### src/rtl/prog_timer_pkg.sv
// Shared definitions for the level-programmable countdown timer: state encoding,
// default divider/limit constants and the per-level limit computation.
package prog_timer_pkg;

    typedef enum logic [1:0] {
        ST_IDLE   = 2'd0,
        ST_RUN    = 2'd1,
        ST_PAUSED = 2'd2,
        ST_DONE   = 2'd3
    } timer_state_e;

    localparam int unsigned DEF_BASE_DIV   = 32'd1000;
    localparam int unsigned DEF_SUB_DIV    = 32'd100;
    localparam int unsigned DEF_LVL_W      = 32'd3;
    localparam int unsigned DEF_CNT_W      = 32'd8;
    localparam int unsigned DEF_BASE_LIMIT = 32'd50;
    localparam int unsigned DEF_LVL_STEP   = 32'd5;
    localparam int unsigned DEF_MIN_LIMIT  = 32'd10;

    // Evaluated at calc_w bits; an underflowing subtraction clamps to the floor
    // instead of wrapping to a large value.
    function automatic int unsigned calc_limit(
        input int unsigned lvl,
        input int unsigned base_limit,
        input int unsigned lvl_step,
        input int unsigned min_limit,
        input int unsigned calc_w
    );
        longint unsigned mask_v;
        longint unsigned base_v;
        longint unsigned prod_v;
        longint unsigned diff_v;
        mask_v = (64'd1 << calc_w) - 64'd1;
        base_v = 64'(base_limit) & mask_v;
        prod_v = (64'(lvl) * 64'(lvl_step)) & mask_v;
        if (prod_v > base_v) begin
            diff_v = 64'(min_limit);
        end else if ((base_v - prod_v) < 64'(min_limit)) begin
            diff_v = 64'(min_limit);
        end else begin
            diff_v = base_v - prod_v;
        end
        return 32'(diff_v);
    endfunction

endpackage

### src/rtl/tick_prescaler.sv
// Modulo-DIV cycle counter emitting a strobe on terminal count. When clr and en
// coincide, the current cycle is counted as the first one of the fresh period.
module tick_prescaler
#(
    parameter int unsigned DIV = 32'd1000
)(
    input  logic clk,
    input  logic rst,
    input  logic en,
    input  logic clr,
    output logic tick
);

    localparam int unsigned W = (DIV > 32'd1) ? $clog2(DIV) : 32'd1;

    logic [W-1:0] cnt_r;
    logic [W-1:0] base_s;

    // Same-cycle strobe so the next stage and the down-counter see it without delay
    always_comb begin
        base_s = clr ? {W{1'b0}} : cnt_r;
        tick   = en && (base_s == W'(DIV - 32'd1));
    end

    // Count register: wraps on terminal count, clears on request, otherwise holds
    always_ff @(posedge clk or negedge rst) begin
        if (!rst) begin
            cnt_r <= {W{1'b0}};
        end else if (en) begin
            cnt_r <= tick ? {W{1'b0}} : (base_s + W'(1));
        end else if (clr) begin
            cnt_r <= {W{1'b0}};
        end else begin
            cnt_r <= cnt_r;
        end
    end

endmodule

### src/rtl/prog_countdown_timer.sv
// Level-programmable countdown timer: two-stage prescaler feeding a loadable
// down-counter, with start/abort/pause control and one-shot or periodic mode.
module prog_countdown_timer
    import prog_timer_pkg::*;
#(
    parameter int unsigned BASE_DIV   = DEF_BASE_DIV,
    parameter int unsigned SUB_DIV    = DEF_SUB_DIV,
    parameter int unsigned LVL_W      = DEF_LVL_W,
    parameter int unsigned CNT_W      = DEF_CNT_W,
    parameter int unsigned BASE_LIMIT = DEF_BASE_LIMIT,
    parameter int unsigned LVL_STEP   = DEF_LVL_STEP,
    parameter int unsigned MIN_LIMIT  = DEF_MIN_LIMIT
)(
    input  logic             clk,
    input  logic             rst,
    input  logic             start,
    input  logic             abort,
    input  logic             pause,
    input  logic             periodic,
    input  logic [LVL_W-1:0] curLvl,
    output logic             timeout,
    output logic             busy,
    output logic             expired,
    output logic [CNT_W-1:0] remaining
);

    localparam int unsigned CALC_W = CNT_W + LVL_W;

    function automatic logic [CNT_W-1:0] limit_of(input logic [LVL_W-1:0] lvl);
        return CNT_W'(calc_limit(32'(lvl), BASE_LIMIT, LVL_STEP, MIN_LIMIT, CALC_W));
    endfunction

    timer_state_e     state_r;
    logic [LVL_W-1:0] lvl_r;
    logic             periodic_r;
    logic [CNT_W-1:0] remaining_r;
    logic             timeout_r;
    logic             busy_r;
    logic             expired_r;

    logic pre_clr_s;
    logic base_en_s;
    logic base_tick_s;
    logic sub_tick_s;
    logic unit_tick_s;
    logic expire_s;

    // The start cycle itself counts toward the period so expiry lands exactly
    // BASE_DIV*SUB_DIV*limit cycles after start is sampled.
    always_comb begin
        pre_clr_s   = start || abort;
        base_en_s   = !abort && (start || (state_r == ST_RUN));
        unit_tick_s = sub_tick_s && !pre_clr_s && (state_r == ST_RUN);
        expire_s    = unit_tick_s && (remaining_r == CNT_W'(1));
    end

    tick_prescaler #(.DIV(BASE_DIV)) u_base (
        .clk  (clk),
        .rst  (rst),
        .en   (base_en_s),
        .clr  (pre_clr_s),
        .tick (base_tick_s)
    );

    tick_prescaler #(.DIV(SUB_DIV)) u_sub (
        .clk  (clk),
        .rst  (rst),
        .en   (base_tick_s),
        .clr  (pre_clr_s),
        .tick (sub_tick_s)
    );

    // Control FSM, down-counter and registered outputs
    always_ff @(posedge clk or negedge rst) begin
        if (!rst) begin
            state_r     <= ST_IDLE;
            lvl_r       <= {LVL_W{1'b0}};
            periodic_r  <= 1'b0;
            remaining_r <= {CNT_W{1'b0}};
            timeout_r   <= 1'b0;
            busy_r      <= 1'b0;
            expired_r   <= 1'b0;
        end else begin
            timeout_r <= 1'b0;
            if (abort) begin
                state_r     <= ST_IDLE;
                remaining_r <= {CNT_W{1'b0}};
                busy_r      <= 1'b0;
            end else if (start) begin
                state_r     <= ST_RUN;
                remaining_r <= limit_of(curLvl);
                lvl_r       <= curLvl;
                periodic_r  <= periodic;
                expired_r   <= 1'b0;
                busy_r      <= 1'b1;
            end else begin
                case (state_r)
                    ST_RUN: begin
                        if (expire_s && !periodic_r) begin
                            timeout_r   <= 1'b1;
                            remaining_r <= {CNT_W{1'b0}};
                            state_r     <= ST_DONE;
                            expired_r   <= 1'b1;
                            busy_r      <= 1'b0;
                        end else begin
                            if (expire_s) begin
                                timeout_r   <= 1'b1;
                                remaining_r <= limit_of(lvl_r);
                            end else if (unit_tick_s) begin
                                remaining_r <= remaining_r - CNT_W'(1);
                            end else begin
                                remaining_r <= remaining_r;
                            end
                            state_r <= pause ? ST_PAUSED : ST_RUN;
                        end
                    end
                    ST_PAUSED: begin
                        state_r <= pause ? ST_PAUSED : ST_RUN;
                    end
                    ST_IDLE, ST_DONE: begin
                        state_r <= state_r;
                    end
                    default: begin
                        state_r     <= ST_IDLE;
                        remaining_r <= {CNT_W{1'b0}};
                        busy_r      <= 1'b0;
                    end
                endcase
            end
        end
    end

    assign timeout   = timeout_r;
    assign busy      = busy_r;
    assign expired   = expired_r;
    assign remaining = remaining_r;

endmodule

### config.mk
export PLATFORM = sky130hd
export DESIGN_NAME = prog_countdown_timer
export DESIGN_NICKNAME = d
export VERILOG_FILES = /design/src/rtl/prog_timer_pkg.sv /design/src/rtl/tick_prescaler.sv /design/src/rtl/prog_countdown_timer.sv
export SDC_FILE = /design/constraint.sdc
export NUM_CORES = 1
export LEC_CHECK = 0
export ABC_AREA = 1
export ABC_CLOCK_PERIOD_IN_PS = 4700
export BUFFER_PORTS_ARGS = -buffer_cell sky130_fd_sc_hd__buf_4
export CAP_MARGIN = 20
export CORE_MARGIN = 5
export CORE_UTILIZATION = 35
export CTS_CLUSTER_DIAMETER = 60
export DETAILED_ROUTE_END_ITERATION = 10
export PLACE_DENSITY = 0.48
export SYNTH_ARGS = -nofsm -noshare
export SYNTH_HDL_FRONTEND = slang
export SYNTH_SLANG_ARGS = --single-unit
### constraint.sdc
create_clock -name clk -period 4.7 [get_ports clk]
set_input_delay 0.94 -clock clk [delete_from_list [all_inputs] [get_ports clk]]
set_output_delay 0.94 -clock clk [all_outputs]
set_load 0.01 [all_outputs]
* Yosys cells after proc, flatten, opt, wreduce, memory -nomap -nowiden
Index checks and enable logic that the tools add are counted.
Storage, ports and cells: flip-flop bits (word level) 34, input bits 9, output and inout port bits 11
Cells by class: add/sub/neg operators 5, multipliers 2, $lt $le $gt $ge 4, equal/unequal tests 7, muxes and demuxes 33, bitwise gates (word level) 1, reductions and logical operators 23
Operators with widths (count):
- < comparator 64 x 4 -> 1 bit (second input constant) | 2
- 2-to-1 mux 8 bit | 10
- 2-to-1 mux 10 bit | 3
- 2-to-1 mux 7 bit | 3
- subtractor 6 x 6 -> 7 bit (first input constant) | 2
- > comparator 6 bit (second input constant) | 2
- multiplier 3 x 3 -> 6 bit (second input constant) | 2
- 2-to-1 mux 1 bit | 12
- adder 10 x 1 -> 10 bit (second input constant) | 1
- equality test 10 bit (second input constant) | 1
- equality test 8 x 1 -> 1 bit (second input constant) | 1
- 2-to-1 mux 2 bit | 4
- subtractor 8 x 1 -> 8 bit (second input constant) | 1
- adder 7 x 1 -> 7 bit (second input constant) | 1
- equality test 7 bit (second input constant) | 1
- logical AND 1 bit | 7
- AND reduction 2 bit | 3
- nonzero test 3 bit | 2
- nonzero test 5 bit | 1
- equality test 2 bit (second input constant) | 2
- case mux 2 bit (2 select lines) | 1
- nonzero test 2 bit | 2
- zero test 1 bit | 3
- != test 3 bit (second input constant) | 1
- 6 further kinds | 7

* Depth between registers and ports, before layout
Gate-level depths: netlist (run 1).
depth in word-level cells 13, mapped depth 18

* Hierarchy
From an unflattened synthesis (run 1), not the netlist that was laid out.
Unflattened totals: cells, all modules 366, area total of the unflattened synthesis 2498.6 µm²
Modules (own cells, without submodules):
- prog_countdown_timer | times used 1, cells each 220, area an instance 1447.6 µm², sequential area each 425.4 µm²
- tick_prescaler at u_base | times used 1, cells each 89, area an instance 645.6 µm², sequential area each 250.2 µm²
- tick_prescaler at u_sub | times used 1, cells each 57, area an instance 405.4 µm², sequential area each 175.2 µm²

* Least setup slack after synthesis (run 1)
Ideal clock, no wire load.
path kind input-to-reg, from input port start, to register remaining_r[4] (netlist: remaining[4]), arrival time 2.674 ns, required time 4.583 ns, slack 1.909 ns, stages 18, path through buf_6 nor2_4 buf_4 nand2_1 inv_1 ha_1 nand2_1 nor2_1 nand2_1 nor2_4 nand3_2 buf_6 nand2_1 o21ai_2 nand2_1 o21ai_1 nand2_1 nand2_1
On the way: longest elaborated chain between the ends 13, elaborated cells on any way between the ends 22
Ends and longest elaborated chain:
- start, declared | line prog_countdown_timer.sv:16 | input logic start,
- logical OR 1 bit | line prog_countdown_timer.sv:51 | pre_clr_s = start || abort;
- 2-to-1 mux 10 bit | line tick_prescaler.sv:21 | base_s = clr ? {W{1'b0}} : cnt_r;
- equality test 10 bit | line tick_prescaler.sv:22 | tick = en && (base_s == W'(DIV - 32'd1));
- logical AND 1 bit (2 in series) | line tick_prescaler.sv:22
- logical AND 1 bit (2 in series) | line prog_countdown_timer.sv:53 | unit_tick_s = sub_tick_s && !pre_clr_s && (state_r == ST_RUN);
- logical AND 1 bit | line prog_countdown_timer.sv:54 | expire_s = unit_tick_s && (remaining_r == CNT_W'(1));
- 2-to-1 mux 8 bit / logical AND 1 bit (equally long branches) | line prog_countdown_timer.sv:106, prog_countdown_timer.sv:99
- 2-to-1 mux 8 bit | line prog_countdown_timer.sv:99 | if (expire_s && !periodic_r) begin
- 2-to-1 mux 8 bit | line prog_countdown_timer.sv:97 | case (state_r)
- 2-to-1 mux 8 bit | line prog_countdown_timer.sv:89 | end else if (start) begin
- 2-to-1 mux 8 bit | line prog_countdown_timer.sv:85 | if (abort) begin
- end signal, assigned | line prog_countdown_timer.sv:87 | remaining_r <= {CNT_W{1'b0}};
- end signal, assigned | line prog_countdown_timer.sv:91 | remaining_r <= limit_of(curLvl);
- end signal, assigned | line prog_countdown_timer.sv:101 | remaining_r <= {CNT_W{1'b0}};
- end, declared | line prog_countdown_timer.sv:36 | logic [CNT_W-1:0] remaining_r;
Several ways; a longest one is shown, not always the timed one. The select of a mux whose other input is x is not followed. A chain may end at the register's enable or synchronous reset.

* Worst setup path after layout (run 1)
from input port abort, to register remaining_r[7] (netlist: remaining[7])
On the way: longest elaborated chain between the ends 13, elaborated cells on any way between the ends 22
Ends and longest elaborated chain:
- start, declared | line prog_countdown_timer.sv:17 | input logic abort,
- logical OR 1 bit | line prog_countdown_timer.sv:51
- 2-to-1 mux 10 bit | line tick_prescaler.sv:21
- equality test 10 bit | line tick_prescaler.sv:22
- logical AND 1 bit (2 in series) | line tick_prescaler.sv:22
- logical AND 1 bit (2 in series) | line prog_countdown_timer.sv:53
- logical AND 1 bit | line prog_countdown_timer.sv:54
- 2-to-1 mux 8 bit / logical AND 1 bit (equally long branches) | line prog_countdown_timer.sv:106, prog_countdown_timer.sv:99
- 2-to-1 mux 8 bit | line prog_countdown_timer.sv:99
- 2-to-1 mux 8 bit | line prog_countdown_timer.sv:97
- 2-to-1 mux 8 bit | line prog_countdown_timer.sv:89
- 2-to-1 mux 8 bit | line prog_countdown_timer.sv:85
Several ways; a longest one is shown, not always the timed one. The select of a mux whose other input is x is not followed.

==> metrics, run 1 <==
outcome finished, final reports clean; global-route usage over all layers 14.9%; Max-slew headroom 66.2%; Yosys reg bits 34; synthesized area per cell 6.96 sq um; grt ovf 0; worst vdd ir 0.142 mV; DRC errors left 0; flip-flop and latch area 851 sq um; post-synth top area share 34.3%; TNS Setup 0 ns; Die Ht 94.2 um; post-placement cell area 2710 sq um; r2r startpoint u_base.cnt_r[0]; R2R depth 14; Post-synth EDFFs 0; Synth Flop Type dfrtp_1; fin crit share 66.3%; critical path depth 16; DIE WIDTH 94.2 um; Static Leak 1.46 nW; Worst Hold Class reg -> reg; area of the multi-input gates 1410 sq um; Finished Cell Area 2820 sq um; n_diodes 0; FFs w/ async S/R, synth 100%; Top delay family on crit path simple AND/OR/NAND/NOR gates; Crit. End Element register; # rows 30; Yosys warning count 0; PortBufs 19; ranking of synthesized cells by area dfrtp_1 34%, nand2_1 18%, ha_1 7.1%; number of antenna violations at the first check in global routing 0; Arrival @ worst endpoint 3.29 ns; Total Nets Final 401; register area share after synthesis 34.3%; Setup CP Type in -> reg; worst-path fanout max 16; Final WS setup 1.58 ns; Hold WS 0.460 ns; Post-CTS Setup Repair Bufs 0; cell with the most instances after synthesis nand2_1; CTS hold repair buffers 0; Inserted Clock Buffers 5; First DRT Iteration DRCs 71; fill count 749; actual slew at the worst max-slew pin 0.506 ns; minimum clock period 3.12 ns; detailed placement HPWL 4780 um; Routed Antenna Nets 0; clk buf depth 2; RSZ-0062 raised after global routing false; via count 2242; CP max stage delay 0.33 ns; Synth top cells by count 117 x nand2_1, 45 x inv_1, 34 x dfrtp_1, 31 x nor2_1, 25 x nand3_1; Post-Place Worst Slack 1.21 ns; PwrDens 287 nW/um^2; H-tree depth 2; Slew Limit Fails 0; cts repair resizes 0; r2r setup slk 2.41 ns; Core ar. 6830 sq um; startpoint types input port; final hold violation count 0; Worst R2R End remaining[7]; first-pass GRT wire length 10400 um; Synth area leader dfrtp_1; final setup fails 0; capture point of the worst path remaining[7]; Mapped Area 2480 sq um; via/cell ratio 4.73; worst path cell trace buf_4, nor2_4, nand2_1, inv_1, ha_1, nand2_1, nor2_1, nand2_1, nor2_4, nand3_2, inv_1, o21ai_0, nand2_1, nand2_1, nand2_1, nand2_1; Clock Latency Late Sink 0.29 ns; gate count of the mapped netlist 356; Syn-to-layout area delta 13.7%; Netlist cell types 29; Initial Util 36.3%; wirelength, routed 6050 um; critical path buffer and inverter count 3; Max-cap violations 0; CTS sink cnt 34; First-pass DRT Iterations 4; # IOs 20; clock root buffer clkbuf_8; worst setup path start abort; CTS tree done; clock slew at reported path FFs 0.07 ns; WP data required 4.88 ns; vias in the first global route 2245; syn nets 379; WL per Instance 12.8 um; RD Place Congestion 0.848; skew final 0.00496 ns; largest net degree at the start of global routing 35; die area 8870 sq um; fraction of layout instances using a drive strength above 1 13.0%; most frequent CP cell nand2_1; Achievable Freq 321 MHz; slowest library cell on the worst path nor2_4
area by class of cell:
type                            instances  share of cell area [%]
Timing Repair Buffer                   19                    5.06
Sequential cell                        34                    30.2
Clock inverter                          1                    1.07
Multi-Input combinational cell        270                    50.1
Inverter                               48                    6.39
Tap cell                               96                    4.26
Clock buffer                            6                    2.93
where the power goes:
part	total [mW]	switching [mW]	internal, mW
logic	0.208	0.127	0.0818
clock network	0.278	0.108	0.170
registers	0.324	0.0168	0.308
kinds of logic after synthesis:
| group | synth area share, % |
|---|---|
| fa+ha+maj | 7.07 |
| xor+xnor | 3.53 |
| buf+inv | 8.68 |
| simple gates | 39.0 |
| compound gates | 7.37 |
| flops | 34.3 |
routing by layer:
metal	track usage [%]	wire, um
met1	17.8	2710
met2	27.2	3050
met3	2.88	192
met4	3.61	92
met5	0	0
how the worst min path moves through the flow:
stage          cells after the start             from  slack, ns               to
4_1_cts                            1  u_base.cnt_r[3]       0.47  u_base.cnt_r[3]
3_3_place_gp                       1  u_base.cnt_r[3]       0.45  u_base.cnt_r[3]
3_5_place_dp                       1  u_base.cnt_r[3]       0.45  u_base.cnt_r[3]
6_report                           1  u_base.cnt_r[3]       0.46  u_base.cnt_r[3]
2_1_floorplan                      1  u_base.cnt_r[3]       0.43  u_base.cnt_r[3]
5_1_grt                            1  u_base.cnt_r[3]       0.47  u_base.cnt_r[3]
through the flow:
stage	util, %	cells	power, mW
3_3_place_gp	39.6	467	0.543
5_1_grt	41.3	474	0.870
4_1_cts	41.3	474	0.825
2_1_floorplan	-	356	0.477
3_5_place_dp	39.6	467	0.542
6_report	41.3	474	0.810
cell usage in the layout (no fill, tap or decap), types with 7 or more instances in the layout:
cell,n
buf_4,19
nor2_1,31
o21ai_1,7
nand2_1,117
inv_1,45
a21oi_1,9
ha_1,14
o21ai_0,14
nand4_1,8
nand3_1,25
dfrtp_1,34
state kept, by name, indices dropped and copies added, names as in the netlist:
register and flops:
busy 1, timeout 1, periodic_r 1, state_r 2
expired 1, u_base.cnt_r 10, u_sub.cnt_r 7, remaining 8
lvl_r 3
No activity file was read; power rests on OpenSTA's default activity.
==> run 2: changes to the inputs <==
--- a/config.mk
+++ b/config.mk
@@ -6,7 +6,7 @@
 export NUM_CORES = 1
 export LEC_CHECK = 0
 export ABC_AREA = 1
-export ABC_CLOCK_PERIOD_IN_PS = 4700
+export ABC_CLOCK_PERIOD_IN_PS = 2900
 export BUFFER_PORTS_ARGS = -buffer_cell sky130_fd_sc_hd__buf_4
 export CAP_MARGIN = 20
 export CORE_MARGIN = 5
==> constraint.sdc (replaced) <==
create_clock -name clk -period 2.9 [get_ports clk]
set_input_delay 0.58 -clock clk [delete_from_list [all_inputs] [get_ports clk]]
set_output_delay 0.58 -clock clk [all_outputs]
set_load 0.01 [all_outputs]
==> run 2 against run 1 <==
  * Combinational power rose by 65%
  * Clock skew barely moved
  * Die area did not move
  * Critical path depth did not move
  * Critical path type unchanged
  * Critical endpoint is now remaining[1]
  * Largest cell class unchanged
  * Largest power group unchanged
  * Highest routed layer unchanged
==> metrics, run 2 (synthesized netlist as in run 1, its figures left out) <==
# IOs 20 (unchanged); CTS hold repair buffers 0 (unchanged); fraction of layout instances using a drive strength above 1 14.3% (+1.4 points); largest net degree at the start of global routing 35 (unchanged); Finished Cell Area 2830 sq um (+0.40%); Post-Place Worst Slack 0.125 ns (-1.09 ns); number of antenna violations at the first check in global routing 0 (unchanged); R2R depth 10 (-4); skew final 0.00546 ns (+0.000498 ns); Routed Antenna Nets 0 (unchanged); CTS tree done; first-pass GRT wire length 10700 um (+2.4%); Hold WS 0.246 ns (-0.214 ns); First DRT Iteration DRCs 61 (-14%); via count 2271 (+1.3%); post-placement cell area 2750 sq um (+1.7%); DIE WIDTH 94.2 um (unchanged); most frequent cells in the layout 117 x nand2_1, 45 x inv_1, 34 x dfrtp_1, 31 x nor2_1; Initial Util 36.3% (unchanged); vias in the first global route 2252 (+0.31%); Max-cap violations 0 (unchanged); RD Place Congestion 0.803 (-5.3%); H-tree depth 2 (unchanged); Die Ht 94.2 um (unchanged); Crit. End Element register; DRC errors left 0 (unchanged); Clock Latency Late Sink 0.28 ns (about the same); CTS sink cnt 34 (unchanged); fill count 747 (-0.27%); Achievable Freq 408 MHz; Max-slew headroom 66.2% (about the same); Slew Limit Fails 0 (unchanged); WL per Instance 12.7 um (about the same); global-route usage over all layers 15.1% (+0.26 points); r2r setup slk 0.80 ns (-1.61 ns); RSZ-0062 raised after global routing false; die area 8870 sq um (unchanged); Syn-to-layout area delta 14.2%; clk buf depth 2 (unchanged); r2r startpoint lvl_r[0]; max reg flops 10 (unchanged); grt ovf 0 (unchanged); n_diodes 0 (unchanged); actual slew at the worst max-slew pin 0.507 ns (+0.000585 ns); Total Nets Final 407 (+1.5%); final setup fails 0 (unchanged); fin crit share 84.6%; via/cell ratio 4.73 (about the same); cts repair resizes 0 (unchanged); outcome finished, final reports clean; Arrival @ worst endpoint 2.63 ns (-0.66 ns); Worst R2R End remaining[7]; PwrDens 428 nW/um^2 (+49%); startpoint types input port; flip-flop and latch area 851 sq um (unchanged); Static Leak 1.48 nW (+1.1%); clock slew at reported path FFs 0.07 ns (about the same); detailed placement HPWL 4770 um (-0.14%); Worst Hold Class in -> async; WP data required 3.08 ns (-1.80 ns); Inserted Clock Buffers 5 (unchanged); area of the multi-input gates 1410 sq um (unchanged); Setup CP Type in -> reg; First-pass DRT Iterations 4 (unchanged); worst vdd ir 0.206 mV (+45%); worst-path fanout max 9 (-7); wirelength, routed 6120 um (+1.2%); Top reg by flops u_base.cnt_r; TNS Setup 0 ns (unchanged); PortBufs 19 (unchanged); Core ar. 6830 sq um (unchanged); most common cell after layout, fill and taps aside nand2_1; Post-CTS Setup Repair Bufs 0 (unchanged); clock root buffer clkbuf_8; minimum clock period 2.45 ns; Final WS setup 0.448 ns (-1.14 ns); final hold violation count 0 (unchanged); # rows 30 (unchanged)
-- run 2: changes by cell type in the layout (fill, tap and decap cells not counted) --
cell	previous run	this run
buf_4	19	25
clkinv_2	0	2
clkbuf_8	6	5
bufinv_16	1	0
-- run 2: cell type report --
type	instances	share of cell area, %
clock buffers	5	2.43
clock inverters	2	0.354
inverters	48	6.37
multi-input cells	270	49.9
flip-flops and latches	34	30.1
well taps	96	4.24
repair buffers	25	6.63
-- run 2: report_power, final --
group          total, mW  internal [mW]  leakage (nW)  switching [mW]
sequential         0.525          0.498         0.457          0.0266
combinational      0.344          0.135         0.975           0.209
clock              0.341          0.161        0.0438           0.180
total               1.21          0.795          1.48           0.416
-- run 2: metal layers --
| layer | share of wire, % | track usage [%] | up-vias |
|---|---|---|---|
| met3 | 2.4 | 2.72 | 2 |
| met2 | 50 | 27.1 | 20 |
| met4 | 0.47 | 3.01 | 0 |
| met5 | 0 | 0 | - |
| li1 | - | - | 1185 |
| met1 | 47 | 18.9 | 1064 |
-- run 2: how the worst max path moves through the flow --
stage	start	to	slack, ns	cells past startpoint
4_1_cts	abort	remaining[1]	0.42	16
3_5_place_dp	abort	remaining[1]	0.12	16
6_report	abort	remaining[1]	0.45	16
2_1_floorplan	start	remaining[4]	0.47	18
3_3_place_gp	abort	remaining[4]	0.13	16
5_1_grt	abort	remaining[1]	0.16	16
-- run 2: stage by stage --
| step | utilization, % | total power, mW | std cells |
|---|---|---|---|
| 2_1_floorplan | - | 0.773 | 356 |
| 3_3_place_gp | 40.3 | 0.883 | 473 |
| 3_5_place_dp | 40.3 | 0.879 | 473 |
| 4_1_cts | 41.4 | 1.22 | 480 |
| 5_1_grt | 41.4 | 1.30 | 480 |
| 6_report | 41.4 | 1.21 | 480 |
-- run 2: critical path, cell delays in order --
cell and delay, ns:
buf_4 0.14, nor2_4 0.22, inv_2 0.13, nor2_2 0.16, ha_1 0.19, inv_1 0.07, nor2_1 0.08, nand3_1 0.09
nor2_2 0.16, nand4_1 0.22, nand2_1 0.18, inv_1 0.12, nand2_1 0.09, o21ai_1 0.08, nand2_1 0.08, nand2_1 0.05
